File: src/rtl/lsu_master_if.sv
//==============================================================================
// Module  : lsu_master_if
// Brief   : Request/response, data-memory and statistics bundle for lsu_master.
// Revision: 1.0 - initial release
//==============================================================================
`default_nettype none

interface lsu_master_if #(
    parameter int ADDR_W = 10,
    parameter int CNT_W  = 16
);
    logic              req_valid;
    logic              req_ready;
    logic              req_store;
    logic [2:0]        req_op;
    logic [31:0]       req_addr;
    logic [31:0]       req_wdata;
    logic              flush;
    logic              resp_valid;
    logic [31:0]       resp_rdata;
    logic              resp_err;
    logic [31:0]       resp_badaddr;
    logic              MemWrite;
    logic [ADDR_W-1:0] MemAdd;
    logic [31:0]       MemWriData;
    logic [2:0]        Load;
    logic [1:0]        Store;
    logic [31:0]       MemRedData;
    logic [CNT_W-1:0]  cnt_load;
    logic [CNT_W-1:0]  cnt_store;
    logic [CNT_W-1:0]  cnt_err;

    modport master (
        input  req_valid, req_store, req_op, req_addr, req_wdata, flush, MemRedData,
        output req_ready, resp_valid, resp_rdata, resp_err, resp_badaddr,
               MemWrite, MemAdd, MemWriData, Load, Store,
               cnt_load, cnt_store, cnt_err
    );

    modport slave (
        output req_valid, req_store, req_op, req_addr, req_wdata, flush, MemRedData,
        input  req_ready, resp_valid, resp_rdata, resp_err, resp_badaddr,
               MemWrite, MemAdd, MemWriData, Load, Store,
               cnt_load, cnt_store, cnt_err
    );
endinterface

`default_nettype wire

File: src/rtl/lsu_master.sv
//==============================================================================
// Module  : lsu_master
// Brief   : Single-outstanding load/store initiator for the byte-addressed data
//           memory; validates requests and returns load data or an error.
// Revision: 1.0 - initial release
//==============================================================================
`default_nettype none

module lsu_master #(
    parameter int ADDR_W = 10,
    parameter int CNT_W  = 16
) (
    input wire          clk,
    input wire          rstn,
    lsu_master_if.master bus
);

    localparam logic [1:0] c_IDLE   = 2'd0;
    localparam logic [1:0] c_ACCESS = 2'd1;
    localparam logic [1:0] c_RESP   = 2'd2;

    logic [1:0]        r_state;
    logic [1:0]        w_next;
    logic [31:0]       r_addr;
    logic [2:0]        r_op;
    logic              r_store;
    logic              r_err;
    logic [31:0]       r_rdata;
    logic [ADDR_W-1:0] r_memadd;
    logic [31:0]       r_memwdata;
    logic [CNT_W-1:0]  r_cnt_load;
    logic [CNT_W-1:0]  r_cnt_store;
    logic [CNT_W-1:0]  r_cnt_err;

    logic w_ready;
    logic w_accept;
    logic w_bad_op;
    logic w_misalign;
    logic w_range;
    logic w_err;

    assign w_ready  = (r_state == c_IDLE) & ~bus.flush;
    assign w_accept = bus.req_valid & w_ready;

    // Request validation; stores decode their width from req_op[1:0]
    always_comb begin
        w_bad_op   = 1'b0;
        w_misalign = 1'b0;
        if (bus.req_store) begin
            w_bad_op = (bus.req_op == 3'd3);
            case (bus.req_op[1:0])
                2'd0:    w_misalign = |bus.req_addr[1:0];
                2'd2:    w_misalign = bus.req_addr[0];
                default: w_misalign = 1'b0;
            endcase
        end else begin
            w_bad_op = (bus.req_op > 3'd4);
            case (bus.req_op)
                3'd0:       w_misalign = |bus.req_addr[1:0];
                3'd3, 3'd4: w_misalign = bus.req_addr[0];
                default:    w_misalign = 1'b0;
            endcase
        end
    end

    assign w_range = |bus.req_addr[31:ADDR_W];
    assign w_err   = w_bad_op | w_misalign | w_range;

    always_ff @(posedge clk or negedge rstn) begin
        if (!rstn) begin
            r_state <= c_IDLE;
        end else begin
            r_state <= w_next;
        end
    end

    always_comb begin
        w_next = r_state;
        case (r_state)
            c_IDLE:   if (w_accept) w_next = w_err ? c_RESP : c_ACCESS;
            c_ACCESS: w_next = bus.flush ? c_IDLE : c_RESP;
            c_RESP:   w_next = c_IDLE;
            default:  w_next = c_IDLE;
        endcase
    end

    // Memory-side address/data only move on a good accept so they hold between accesses
    always_ff @(posedge clk or negedge rstn) begin
        if (!rstn) begin
            r_addr     <= '0;
            r_op       <= '0;
            r_store    <= 1'b0;
            r_err      <= 1'b0;
            r_rdata    <= '0;
            r_memadd   <= '0;
            r_memwdata <= '0;
        end else if (w_accept) begin
            r_addr  <= bus.req_addr;
            r_op    <= bus.req_op;
            r_store <= bus.req_store;
            r_err   <= w_err;
            r_rdata <= '0;
            if (!w_err) begin
                r_memadd   <= bus.req_addr[ADDR_W-1:0];
                r_memwdata <= bus.req_wdata;
            end
        end else if ((r_state == c_ACCESS) && !bus.flush && !r_store) begin
            r_rdata <= bus.MemRedData;
        end
    end

    always_ff @(posedge clk or negedge rstn) begin
        if (!rstn) begin
            r_cnt_load  <= '0;
            r_cnt_store <= '0;
            r_cnt_err   <= '0;
        end else if ((r_state == c_RESP) && !bus.flush) begin
            if (r_err) begin
                r_cnt_err <= r_cnt_err + 1'b1;
            end else if (r_store) begin
                r_cnt_store <= r_cnt_store + 1'b1;
            end else begin
                r_cnt_load <= r_cnt_load + 1'b1;
            end
        end
    end

    always_comb begin
        bus.MemWrite     = 1'b0;
        bus.Load         = 3'd0;
        bus.Store        = 2'd0;
        bus.resp_valid   = 1'b0;
        bus.resp_rdata   = '0;
        bus.resp_err     = 1'b0;
        bus.resp_badaddr = '0;
        case (r_state)
            c_ACCESS: begin
                bus.MemWrite = r_store & ~bus.flush;
                bus.Load     = r_store ? 3'd0 : r_op;
                bus.Store    = r_store ? r_op[1:0] : 2'd0;
            end
            c_RESP: begin
                bus.resp_valid   = ~bus.flush;
                bus.resp_rdata   = r_rdata;
                bus.resp_err     = r_err;
                bus.resp_badaddr = r_err ? r_addr : 32'd0;
            end
            default: ;
        endcase
    end

    assign bus.req_ready  = w_ready;
    assign bus.MemAdd     = r_memadd;
    assign bus.MemWriData = r_memwdata;
    assign bus.cnt_load   = r_cnt_load;
    assign bus.cnt_store  = r_cnt_store;
    assign bus.cnt_err    = r_cnt_err;

endmodule

`default_nettype wire
File: src/flat_wrapper.sv
// flat-port wrapper written by rule: the top's interface ports become plain ports
module lsu_master_flat 
#(
    parameter int ADDR_W = 10,
    parameter int CNT_W  = 16
)
  (clk, rstn, bus_req_valid, bus_req_store, bus_req_op, bus_req_addr, bus_req_wdata, bus_flush, bus_MemRedData, bus_req_ready, bus_resp_valid, bus_resp_rdata, bus_resp_err, bus_resp_badaddr, bus_MemWrite, bus_MemAdd, bus_MemWriData, bus_Load, bus_Store, bus_cnt_load, bus_cnt_store, bus_cnt_err);
  lsu_master_if #(.ADDR_W(ADDR_W), .CNT_W(CNT_W)) bus_i ();
  input wire clk;
  input wire rstn;
  input wire logic [$bits(bus_i.req_valid)-1:0] bus_req_valid;
  input wire logic [$bits(bus_i.req_store)-1:0] bus_req_store;
  input wire logic [$bits(bus_i.req_op)-1:0] bus_req_op;
  input wire logic [$bits(bus_i.req_addr)-1:0] bus_req_addr;
  input wire logic [$bits(bus_i.req_wdata)-1:0] bus_req_wdata;
  input wire logic [$bits(bus_i.flush)-1:0] bus_flush;
  input wire logic [$bits(bus_i.MemRedData)-1:0] bus_MemRedData;
  output wire logic [$bits(bus_i.req_ready)-1:0] bus_req_ready;
  output wire logic [$bits(bus_i.resp_valid)-1:0] bus_resp_valid;
  output wire logic [$bits(bus_i.resp_rdata)-1:0] bus_resp_rdata;
  output wire logic [$bits(bus_i.resp_err)-1:0] bus_resp_err;
  output wire logic [$bits(bus_i.resp_badaddr)-1:0] bus_resp_badaddr;
  output wire logic [$bits(bus_i.MemWrite)-1:0] bus_MemWrite;
  output wire logic [$bits(bus_i.MemAdd)-1:0] bus_MemAdd;
  output wire logic [$bits(bus_i.MemWriData)-1:0] bus_MemWriData;
  output wire logic [$bits(bus_i.Load)-1:0] bus_Load;
  output wire logic [$bits(bus_i.Store)-1:0] bus_Store;
  output wire logic [$bits(bus_i.cnt_load)-1:0] bus_cnt_load;
  output wire logic [$bits(bus_i.cnt_store)-1:0] bus_cnt_store;
  output wire logic [$bits(bus_i.cnt_err)-1:0] bus_cnt_err;
  assign bus_i.req_valid = bus_req_valid;
  assign bus_i.req_store = bus_req_store;
  assign bus_i.req_op = bus_req_op;
  assign bus_i.req_addr = bus_req_addr;
  assign bus_i.req_wdata = bus_req_wdata;
  assign bus_i.flush = bus_flush;
  assign bus_i.MemRedData = bus_MemRedData;
  assign bus_req_ready = bus_i.req_ready;
  assign bus_resp_valid = bus_i.resp_valid;
  assign bus_resp_rdata = bus_i.resp_rdata;
  assign bus_resp_err = bus_i.resp_err;
  assign bus_resp_badaddr = bus_i.resp_badaddr;
  assign bus_MemWrite = bus_i.MemWrite;
  assign bus_MemAdd = bus_i.MemAdd;
  assign bus_MemWriData = bus_i.MemWriData;
  assign bus_Load = bus_i.Load;
  assign bus_Store = bus_i.Store;
  assign bus_cnt_load = bus_i.cnt_load;
  assign bus_cnt_store = bus_i.cnt_store;
  assign bus_cnt_err = bus_i.cnt_err;
  lsu_master #(.ADDR_W(ADDR_W), .CNT_W(CNT_W)) u_core (.clk(clk), .rstn(rstn), .bus(bus_i));
endmodule
File: config.mk
export PLATFORM = sky130hd
export DESIGN_NAME = lsu_master_flat
export DESIGN_NICKNAME = d
export VERILOG_FILES = /design/src/rtl/lsu_master_if.sv /design/src/rtl/lsu_master.sv /design/src/flat_wrapper.sv
export SDC_FILE = /design/constraint.sdc
export NUM_CORES = 1
export LEC_CHECK = 0
export ABC_AREA = 1
export CORE_MARGIN = 2
export CORE_UTILIZATION = 46
export CTS_CLUSTER_SIZE = 25
export DETAILED_ROUTE_END_ITERATION = 7
export PLACE_DENSITY = 0.89
export RECOVER_POWER = 25
export SETUP_SLACK_MARGIN = 0.5
export SYNTH_ARGS = -nofsm -noshare
export SYNTH_HDL_FRONTEND = slang
export SYNTH_SLANG_ARGS = --single-unit
File: constraint.sdc
create_clock -name clk -period 1.6 [get_ports clk]
set_input_delay 0.16 -clock clk [delete_from_list [all_inputs] [get_ports clk]]
set_output_delay 0.16 -clock clk [all_outputs]
set_load 0.02 [all_outputs]
; ---- After elaboration in Yosys (flattened, before gate mapping)
; Index checks and enable logic that the tools add are counted.
[totals]
ff_bits = 161
input_bits = 104
word_cells = 66
[classes]
addsub = 3
order_cmp = 1
eq_ne = 6
mux = 20
bitwise_logic = 9
reduce_logical = 16
[op_table]
columns = cell, count
row1 = $mux 32, 5
row2 = $add 16x1->16 const B, 3
row3 = $reduce_or 22->1, 1
row4 = $mux 2, 5
row5 = $mux 3, 2
row6 = $reduce_and 3->1, 2
row7 = $mux 1, 5
row8 = $eq 2x2->1 const B, 2
row9 = $logic_not 2->1, 2
row10 = $not 1->1, 4
row11 = $pmux 1 s2, 2
row12 = $pmux 2 s2, 1
row13 = $reduce_and 2->1, 2
row14 = $reduce_or 2->1, 2
row15 = $and 1x1->1, 3
row16 = $eq 3x2->1 const B, 1
row17 = $eq 3x3->1 const B, 1
row18 = $gt 3x3->1 const B, 1
row19 = $logic_and 1x1->1, 3
row20 = $logic_not 3->1, 1
row21 = $eq 2x1->1 const B, 1
row22 = $logic_not 1->1, 2
row23 = $ne 2x1->1 const B, 1
row24 = $or 1x1->1, 2
row25 = $reduce_bool 2->1, 1

; ---- Longest topological paths before layout
[logic_depth]
depth_word = 9
depth_mapped = 10
ltp_nobuf = 10

; ---- Worst setup path after synthesis
; No wires, ideal clock.
[synth_timing]
kind = reg-to-reg
from = register u_core.r_cnt_err[0], in the netlist u_core.bus.cnt_err[0]
to = register u_core.r_cnt_err[14], in the netlist u_core.bus.cnt_err[14]
setup_time_ns = 0.117
arrival_time_ns = 1.413
slack_ns = 0.070
stages_incl_launch_ff = 9
path_buffers = 0
period_less_slack_ns = 1.530
cell_sequence = dfrtp_1 -> ha_1 -> nand2_1 -> nor3_1 -> nand3b_1 -> nor2_1 -> nand2_1 -> nand2_1 -> nand2_1
[synth_via]
elab_chain_cells = 1
[synth_rtl]
columns = element, line
row1 = from (decl), lsu_master.sv:33  ; logic [CNT_W-1:0] r_cnt_err;
row2 = from (signal assigned), lsu_master.sv:119  ; r_cnt_err <= r_cnt_err + 1'b1;
row3 = $add 16x1->16, lsu_master.sv:119
; No other way between the ends.
; A chain may end at the register's enable or synchronous reset.

; ---- Worst setup path after layout
[layout_timing]
from = register u_core.r_state[0]
to = register u_core.r_cnt_err[7], in the netlist u_core.bus.cnt_err[7]
[layout_via]
elab_chain_cells = 3
[layout_rtl]
columns = element, line
row1 = from (decl), lsu_master.sv:22  ; logic [1:0] r_state;
row2 = from (signal assigned), lsu_master.sv:71  ; r_state <= c_IDLE;
row3 = from (signal assigned), lsu_master.sv:73  ; r_state <= w_next;
row4 = $eq 2x2->1, lsu_master.sv:117  ; end else if ((r_state == c_RESP) && !bus.flush) begin
row5 = $logic_and 1x1->1, lsu_master.sv:117
row6 = $reduce_and 2->1 (no line), -
; No other way between the ends.

==> impl_metrics.toml <==
[outcome]
outcome = "finished, violations left"
failed_checks = "negative setup slack"

[finish]
layout-drive-gt1-share_pct = 38.4
area_growth_pct = 82.6
antenna_cells = 0
final_util_pct = 86.5
fin_nets = 1455

[worst_hold_path]
hold_path.class = "input port to flip-flop"
whs_path_depth = 3

[route]
vias_per_cell = 5.36
wl_mm = 29.8
initialDrtViolationCount = 512
vias = 8438
drtPass1Iterations = 7
wl_per_cell_um = 18.9
drc = 0
postRouteAntennaNets = 0

[timing]
hold_ws_ps = 290
fin_tns_setup_ps = -21430
fmax_mhz = 548
rsz0062_at_grt = "true"
tightest_slew_ps = 1150
hold_viol_final = 0
setup_violations = 195
setup_ws_ps = -225
fin_crit_ps = 1830
finalCritPeriodShare_pct = 114
drv_slew = 0
finalClockSkew_ps = 9.05
slew_headroom_pct = 23.5

[global_routing]
grt_pass1_vias = 8217
grtUsageTotal_pct = 29.5
overflow = 0
grt_pass1_wl_mm = 41.3
antenna_found_initial = 0
grt_max_degree = 51

[synthesis]
synth_top_area_share_pct = 53.1
yosys-top-cells-area = "dfrtp_1 53%, nand2_1 15%, nand3_1 6.7%"
synth_seq_area_share_pct = 53.1
yosys.area.top_type = "dfrtp_1"
synth_cells = 948
ys_types = 31
avgSynthCellArea_um2 = 8.00
syn_area_um2 = 7580
ys_seq_elements = 161
synth_warnings = 0
syn-num-nets = 1055

[clock_tree]
clkTransAtPathRegs_ps = 70
clock_latency_ps = 430
cts_buffers = 17
cts_tree = "built"
clock_sinks = 161
clockRootBuffer = "clkbuf_16"
htree_levels = 4
clockBufferDepth = 2

[critical_path]
critPathKind = "flip-flop to flip-flop"
cp-start-kind = "flip-flop"
worstRegToRegCells = 9
slowest_delay_ps = 400
crit_chain = "inv_2, nand2_8, buf_12, buf_6, nor3_4, buf_6, nand3_4, nor3_4, xor2_1"
cp-end-kind = "flip-flop"
critical_path_arrival_ps = 2150
crit_fanout = 6
crit_required_ps = 1930
crit_slowest_cell = "dfrtp_1"

[floorplan]
fp.dieH_um = 132
num_io_pins = 267
dieArea_um2 = 17500
initial_core_util_pct = 47.4
fp.dieW_um = 132
rows = 46
core-area_um2 = 16000

[place]
portBuffers = 266
dp.final_hpwl_mm = 17.0
gp_congestion = 0.874

[pwr]
finalPower_mw = 16.2
ir_worst_vdd_mv = 0.841
cellLeakagePower_nw = 6.76
power_density_nw_per_um2 = 1170

[flow_run]
maxCapViolations = 0
sequential cells by signal, indices dropped and copies added, names as in the netlist:
register               flops
u_core.bus.cnt_load       16
u_core.bus.MemWriData     32
u_core.r_rdata            32
u_core.r_addr             32
u_core.r_state             2
u_core.r_op                3
u_core.bus.cnt_err        16
u_core.r_err               1
u_core.bus.cnt_store      16
u_core.r_store             1
u_core.bus.MemAdd         10
report_power, final:
part / switching, mW / total (mW) / leakage, nW / internal, mW
clock network: 1.65 / 4.12 / 0.280 / 2.47
logic: 3.61 / 6.77 / 4.40 / 3.16
registers: 0.626 / 5.35 / 2.08 / 4.73
total: 5.89 / 16.2 / 6.76 / 10.4
synth_stat cells:
library cell	number
nor2_4	2
clkinv_1	1
o21bai_1	1
nor3_1	17
nor3_2	1
ha_1	3
nand2_2	3
nand3b_1	4
buf_4	6
buf_1	3
nand3_1	101
nand3_2	1
nor2_2	3
buf_2	17
o21ai_1	10
a21oi_1	1
nor3_4	2
buf_6	4
nor2_1	109
nand2_1	309
dfrtp_1	161
clkbuf_1	12
o21ai_2	1
inv_1	84
xor2_1	22
o21a_1	1
inv_2	5
xnor2_1	9
nand4_1	10
o21ai_0	44
nand2_4	1
cells in the final DEF, fill, tap and decap left out, drive strengths merged:
cell type / instances
nand2: 313
buf: 288
dfrtp: 161
clkdlybuf4s50: 115
nor2: 114
nand3: 102
inv: 89
o21ai: 55
clkbuf: 34
xor2: 22
nor3: 20
nand4: 10
xnor2: 9
clkinv: 7
nand3b: 4
ha: 3
bufinv: 3
clkinvlp: 3
o21bai: 1
a21oi: 1
o21a: 1
bufbuf: 1
dlygate4sd3: 1
clkdlybuf4s15: 1
dlymetal6s2s: 1
worst paths after layout:
check | start | end | slack, ps
setup / recovery | u_core.r_state[0] | u_core.bus.cnt_err[7] | -230
min in group asynchronous | rstn | u_core.r_rdata[0] | 510
max in group asynchronous | rstn | u_core.bus.MemWriData[16] | 150
setup reg to reg | u_core.r_state[0] | u_core.bus.cnt_err[7] | -230
hold reg to reg | u_core.bus.MemWriData[19] | u_core.bus.MemWriData[19] | 470
hold / removal | bus_req_wdata[2] | u_core.bus.MemWriData[2] | 290
through the flow:
stage | instance area (um^2) | setup WS [ps] | std cells
final | 13800 | -225 | 1575
after global routing | 13800 | -344 | 1575
after CTS | 12900 | -201 | 1535
after detailed placement | 11500 | -259 | 1447
after global placement | 11500 | -211 | 1447
after floorplan | 8320 | 196 | 948
critical path, delay by kind of cell (launching register included):
family        cells  cell delay (ps)
simple gates      4              580
flops             1              400
buf+inv           4              550
xor+xnor          1              200
final cells by class:
class	instances	area (um^2)
repair buffers	422	4630
flip-flops and latches	161	4070
multi-input cells	655	3920
fillers	812	2150
clock buffers	19	443
inverters	90	373
well taps	216	270
clock inverters	11	141
repair inverters	1	11.3
metal layers:
layer | global-route usage (%) | vias up | part of all wire [%]
met5 | 0 | - | 0
met1 | 32.5 | 4086 | 35
met2 | 53.7 | 463 | 52
met3 | 7.96 | 123 | 8.3
met4 | 12.4 | 0 | 5.1
li1 | - | 3766 | -
cell families after synthesis:
kind of cell    count (synthesis)  share of synthesized area [%]
simple gates                  563                           31.3
flops                         161                           53.1
buf+inv                       132                           7.51
compound gates                 58                           3.94
xor+xnor                       31                           3.58
fa+ha+maj                       3                          0.495
what timing repair did:
item                                    4_1_cts  5_1_grt
pin swaps                                    14       28
endpoints found under the setup margin      324      324
hold buffers                                  1        0
cloned                                        3       14
hold endpoints to repair                     36        0
buffers inserted                             54       26
gates resized for setup                     750      231
Power figures use the tool's default switching activity.
